`config.mk`:
```
export PLATFORM = sky130hd
export DESIGN_NAME = btn_hold_reader
export DESIGN_NICKNAME = d
export VERILOG_FILES = /design/src/rtl/btn_hold_reader.sv
export SDC_FILE = /design/constraint.sdc
export NUM_CORES = 1
export LEC_CHECK = 0
export CAP_MARGIN = 20
export CELL_PAD_IN_SITES_DETAIL_PLACEMENT = 0
export CELL_PAD_IN_SITES_GLOBAL_PLACEMENT = 1
export CORE_MARGIN = 1
export CORE_UTILIZATION = 40
export CTS_BUF_LIST = sky130_fd_sc_hd__clkbuf_16
export DETAILED_ROUTE_END_ITERATION = 10
export PLACE_DENSITY_LB_ADDON = 0.25
export SYNTH_ARGS = -nofsm -noshare
export SYNTH_HDL_FRONTEND = slang
export SYNTH_SLANG_ARGS = --single-unit
```
`constraint.sdc`:
```
create_clock -name clk -period 2.15 [get_ports clk]
set_input_delay 0.43 -clock clk [delete_from_list [all_inputs] [get_ports clk]]
set_output_delay 0.43 -clock clk [all_outputs]
set_load 0.02 [all_outputs]
```
`src/rtl/btn_hold_reader.sv`:
```
// Centre-button reader: sync, debounce, press/hold classify.
// Drives a 0..96 progress value used as a bar width in pixels.
module btn_hold_reader #(
  parameter int DEBOUNCE_CYCLES = 4,
  parameter int STEP_CYCLES     = 2
) (
  input  logic       clk,
  input  logic       rst_n,
  input  logic       btn_raw,
  input  logic       enable,
  output logic       btn_level,
  output logic       press_pulse,
  output logic       hold_pulse,
  output logic       hold_active,
  output logic [6:0] hold_progress
);

  localparam int DW =
    (DEBOUNCE_CYCLES > 1) ? $clog2(DEBOUNCE_CYCLES) : 1;
  localparam int SW =
    (STEP_CYCLES > 1) ? $clog2(STEP_CYCLES) : 1;

  localparam logic [DW-1:0] DB_LAST =
    DW'(DEBOUNCE_CYCLES - 1);
  localparam logic [SW-1:0] STEP_LAST =
    SW'(STEP_CYCLES - 1);
  localparam logic [6:0] PROG_MAX  = 7'd96;
  localparam logic [6:0] PROG_LAST = 7'd95;

  typedef enum logic [1:0] {
    IDLE = 2'd0,
    DOWN = 2'd1,
    HELD = 2'd2
  } state_e;

  logic          sync1_q;
  logic          sync2_q;
  logic          db_q;
  logic          db_prev_q;
  logic [DW-1:0] db_cnt_q;

  state_e        state_q, state_d;
  logic [SW-1:0] step_q, step_d;
  logic [6:0]    prog_q, prog_d;
  logic          press_q, press_d;
  logic          hold_q, hold_d;

  logic          db_rise;

  // Two-flop synchroniser on the asynchronous button pin.
  always_ff @(posedge clk or negedge rst_n) begin
    if (!rst_n) begin
      sync1_q <= 1'b0;
      sync2_q <= 1'b0;
    end else begin
      sync1_q <= btn_raw;
      sync2_q <= sync1_q;
    end
  end

  // Debouncer: level follows sync only after a full stable run.
  always_ff @(posedge clk or negedge rst_n) begin
    if (!rst_n) begin
      db_q     <= 1'b0;
      db_cnt_q <= '0;
    end else if (sync2_q == db_q) begin
      db_cnt_q <= '0;
    end else if (db_cnt_q == DB_LAST) begin
      db_q     <= sync2_q;
      db_cnt_q <= '0;
    end else begin
      db_cnt_q <= db_cnt_q + 1'b1;
    end
  end

  assign db_rise = db_q & ~db_prev_q;

  // FSM and output registers.
  always_ff @(posedge clk or negedge rst_n) begin
    if (!rst_n) begin
      db_prev_q <= 1'b0;
      state_q   <= IDLE;
      step_q    <= '0;
      prog_q    <= '0;
      press_q   <= 1'b0;
      hold_q    <= 1'b0;
    end else begin
      db_prev_q <= db_q;
      state_q   <= state_d;
      step_q    <= step_d;
      prog_q    <= prog_d;
      press_q   <= press_d;
      hold_q    <= hold_d;
    end
  end

  // Next state; a low enable overrides every transition.
  always_comb begin
    state_d = state_q;
    step_d  = step_q;
    prog_d  = prog_q;
    press_d = 1'b0;
    hold_d  = 1'b0;
    if (!enable) begin
      state_d = IDLE;
      step_d  = '0;
      prog_d  = '0;
    end else begin
      unique case (state_q)
        IDLE: begin
          if (db_rise) begin
            state_d = DOWN;
            step_d  = '0;
            prog_d  = '0;
          end
        end
        DOWN: begin
          if (!db_q) begin
            state_d = IDLE;
            press_d = 1'b1;
            prog_d  = '0;
          end else if (step_q == STEP_LAST) begin
            step_d = '0;
            prog_d = prog_q + 7'd1;
            if (prog_q == PROG_LAST) begin
              state_d = HELD;
              hold_d  = 1'b1;
            end
          end else begin
            step_d = step_q + 1'b1;
          end
        end
        HELD: begin
          if (!db_q) begin
            state_d = IDLE;
            prog_d  = '0;
          end else begin
            prog_d = PROG_MAX;
          end
        end
        default: begin
          state_d = IDLE;
          step_d  = '0;
          prog_d  = '0;
        end
      endcase
    end
  end

  assign btn_level     = db_q;
  assign press_pulse   = press_q;
  assign hold_pulse    = hold_q;
  assign hold_active   = (state_q == HELD);
  assign hold_progress = prog_q;

endmodule

```
Word-level counts from Yosys, hierarchy flattened. Index checks and enable logic that the tools add are counted.

Register bits: 18. Output and inout bits: 11. Logic and storage cells: 60.

$add $sub $neg: 3. Equality and inequality tests: 11. Mux-type cells: 28. Bitwise logic cells: 3. Reductions and logical operators: 5.

Operators by type and width (number): 7-bit 2-to-1 mux (5); 7-bit one-hot mux with 3 select lines (1); 2-bit 2-to-1 mux (8); 1-bit 2-to-1 mux (12); 3-bit != test (second input constant) (3); 4-bit != test (second input constant) (2); 7-bit by 1-bit adder with 7-bit output (second input constant) (1); 7-bit equality test (second input constant) (1); 2-bit one-hot mux with 3 select lines (1); 2-bit equality test (second input constant) (2); 2-bit AND reduction (2); 4-bit AND reduction (1); 1-bit one-hot mux with 3 select lines (1); 3-bit AND reduction (1); 2-bit by 1-bit adder with 2-bit output (second input constant) (1); 2-bit by 1-bit equality test with 1-bit output (second input constant) (1); 2-bit zero test (1); 2-bit != test (second input constant) (1); 1-bit NOT (2); 1-bit adder (second input constant) (1); 1-bit AND (1); 1-bit equality test (1).

Logic depth before layout (Yosys ltp).
Depth in word-level cells: 6. Mapped depth: 6. Gate-level depth less buffers: 6.

Worst setup path before layout. OpenSTA, ideal clock, no wires.

Kind: reg2reg. Start point: register state_q[1]. End point: register state_q[1]. Setup time: 0.130 ns. Arrival time: 1.357 ns. Required time: 2.020 ns. Path slack: 0.663 ns. Cell stages (with the launch flop): 7. Path buffers: 0. Period minus slack after synthesis: 1.487 ns. Cell sequence: dfrtp_1 inv_1 ha_1 and4b_4 a31oi_4 a41oi_1 o22ai_1.

Word-level cells in the longest chain between the ends: 3.

Ends and longest elaborated chain: start: declaration (RTL line 42) `state_e state_q, state_d;`; start signal: assignment (RTL line 89) `state_q <= state_d;`; 2-bit by 1-bit equality test with 1-bit output, or another cell as far along (RTL line 109) `unique case (state_q)`; 4-bit != test (no line), or another cell as far along; 4-bit AND reduction (no line) / 2-bit 2-to-1 mux (equally long branches).

Parallel ways exist; a longest one is shown, timed or not. A chain may end at the register's enable or synchronous reset.

Worst setup path after layout.
Start point: register state_q[0]. End point: output hold_active.

Word-level cells in the longest chain between the ends: 1.

Ends and longest elaborated chain: 2-bit equality test (RTL line 153) `assign hold_active = (state_q == HELD);`; end: declaration (RTL line 14) `output logic hold_active,`.

Every way passes these cells.

==> results_dict.tcl <==
set metrics [dict create \
    status "complete, no violations" \
    startpoint_type "flip-flop" \
    max_freq_mhz 483 \
    post_cts_buffers 0 \
    finalClockSkew_ns 0.00438 \
    wl_per_cell_um 14.0 \
    power.leakage_nw 0.513 \
    synth_area_leader_cell "dfrtp_1" \
    vias 726 \
    cap_violations 0 \
    ys_seq_elements 18 \
    place_area_um2 1130 \
    switching_share 0.328 \
    area_growth_pct 26.4 \
    yosysSeqAreaShare 0.470 \
    async_flop_share 1.00 \
    ys.flop_type "dfrtp_1" \
    antennaDiodeCount 0 \
    drt_wl_total_um 1890 \
    dp_hpwl_um 1330 \
    worstPathMaxFanout 5 \
    cts_buffers 3 \
    setup_tns_ns 0 \
    die_h_um 51.0 \
    yosys_warnings 0 \
    dieWidth_um 51.0 \
    cts.sinks 18 \
    synth_cell_types 34 \
    drv_slew 0 \
    synth_common_cells "18 x dfrtp_1, 9 x o21ai_1, 8 x nand2_1" \
    synth_most_common_cell "dfrtp_1" \
    nets 117 \
    cts.path.max_buffers 2 \
    io_buffers 14 \
    cts_resized 0 \
    hold_violations 0 \
    holdBufCountCts 0 \
    clkLatencyLatePin_ns 0.25 \
    vdd_drop_max_uv 471 \
    drtAntennaViolNets 0 \
    drive_gt1_frac 0.140 \
    synth_top_area_frac 0.470 \
    grt_overflow 0 \
    post_drt_via_cell_ratio 5.38 \
    timing.slew.headroom 0.763 \
    fin_crit_sh 0.963 \
    track_usage 0.174 \
    gp_congestion 0.803 \
    power.switching_mw 0.402 \
    synth_edf_count 0 \
    power_density_nw_per_um2 1010 \
    p_seq_frac 0.370 \
    synth_nets 98 \
    fin_ws_ns 0.0805 \
    antenna_found_initial 0 \
    avgSynthCellArea_um2 10.8 \
    core.rowCount 17 \
    hold_path_class "reg2reg" \
    cp.arrival_ns 1.64 \
    core_um2 2230 \
    p_clk_frac 0.301 \
    cts_tree "yes" \
    dr.pass1.iters 4 \
    worstSetupPathType "reg2out" \
    setup_violations 0 \
    grt_max_degree 19 \
    synth_area_um2 958 \
    whs_path_depth 0 \
    start_util 0.429 \
    drcViolationCount 0 \
    crit_path_end_kind "output pin" \
    io_pins 15 \
    root_buffer "clkbuf_16" \
    ys_top_cells_by_area "dfrtp_1 47%, ha_1 6.5%, o21ai_1 4.7%" \
    stdcell_area_um2 1210 \
    path_clk_slew_ns 0.05 \
    dp_slack_ns 0.297 \
    critPathRequiredTime_ns 1.72 \
    grt_pass1_wl_um 3290 \
    fin_crit_ns 2.07 \
    internal_power_mw 0.826 \
    max_slew.worst_pin.slew_ns 0.355 \
    drt_iter0_drc 5 \
    reg2reg_depth 6 \
    netlist_instances 89 \
    p_comb_frac 0.329 \
    rsz0062_at_grt "no" \
    htree_levels 1 \
    grt_pass1_vias 706 \
    die-area_um2 2600 \
]
-- layer usage --
layer,vias to the layer above,GRT usage,wire [um]
li1,363,-,-
met1,349,0.229,951
met2,12,0.274,871
met3,2,0.0298,54
met4,0,0.0833,16
met5,-,0,0
-- area by class of cell --
type                       count  area (um2)
fill                         221        1020
multi-input combinational     65         477
sequential                    18         450
timing repair buffer          16         155
clock buffer                   3        75.1
tap                           28        35.0
inverter                       4        15.0
clock inverter                 1        3.75
-- sequential cells by signal, summed over array words and instances, names as in the netlist --
register and cells:
press_pulse 1, step_q 1, hold_pulse 1, hold_progress 7, sync1_q 1, db_prev_q 1, btn_level 1, state_q 2
sync2_q 1, db_cnt_q 2
-- through the flow --
| step | power (mW) | utilization | std cells | hold slack [ns] |
|---|---|---|---|---|
| finish | 1.23 | 0.542 | 135 | 0.345 |
| detailed placement | 0.863 | 0.507 | 131 | 0.335 |
| floorplan | 0.770 | - | 89 | 0.134 |
| global route | 1.30 | 0.542 | 135 | 0.355 |
| global placement | 0.855 | 0.507 | 131 | 0.334 |
| CTS | 1.24 | 0.542 | 135 | 0.346 |
-- path summary, 6_finish.rpt --
check | start | end | slack (ns)
max in group asynchronous | rst_n | hold_progress[5] | 1.44
hold reg to reg | sync1_q | sync2_q | 0.35
hold / removal | sync1_q | sync2_q | 0.35
min in group asynchronous | rst_n | hold_progress[4] | 0.51
setup / recovery | state_q[0] | hold_active | 0.08
setup reg to reg | state_q[1] | state_q[1] | 0.48
-- power groups by stage --
stage	clock (mW)	sequential [mW]	combinational, mW
floorplan	0	0.451	0.319
global placement	0	0.458	0.397
detailed placement	0	0.460	0.403
CTS	0.380	0.454	0.405
global route	0.396	0.462	0.442
finish	0.369	0.454	0.404
-- cells by family after synthesis --
group	after synthesis	synth area share
fa+ha+maj	5	0.0653
compound gates	23	0.192
buf+inv	6	0.0326
mux	3	0.0339
simple gates	33	0.197
flops	18	0.470
xor+xnor	1	0.00914
-- cell usage in the layout, fill, tap and decap left out, types with 2 or more instances in the layout --
| master | n |
|---|---|
| dfrtp_1 | 18 |
| and3_1 | 3 |
| nand2b_1 | 2 |
| o31ai_2 | 2 |
| ha_1 | 5 |
| mux2_2 | 2 |
| nand2_1 | 8 |
| nor2_1 | 6 |
| clkbuf_16 | 3 |
| nor2b_1 | 3 |
| o21ai_1 | 9 |
| a31oi_1 | 2 |
| inv_1 | 4 |
| clkdlybuf4s50_1 | 14 |
| buf_4 | 2 |
| nand3_1 | 4 |
-- critical path: stages (launching register included) --
cell and delay, ns:
dfrtp_1 0.38, inv_1 0.10, ha_1 0.27, clkdlybuf4s50_1 0.64
No activity file was read; power rests on OpenSTA's default activity.
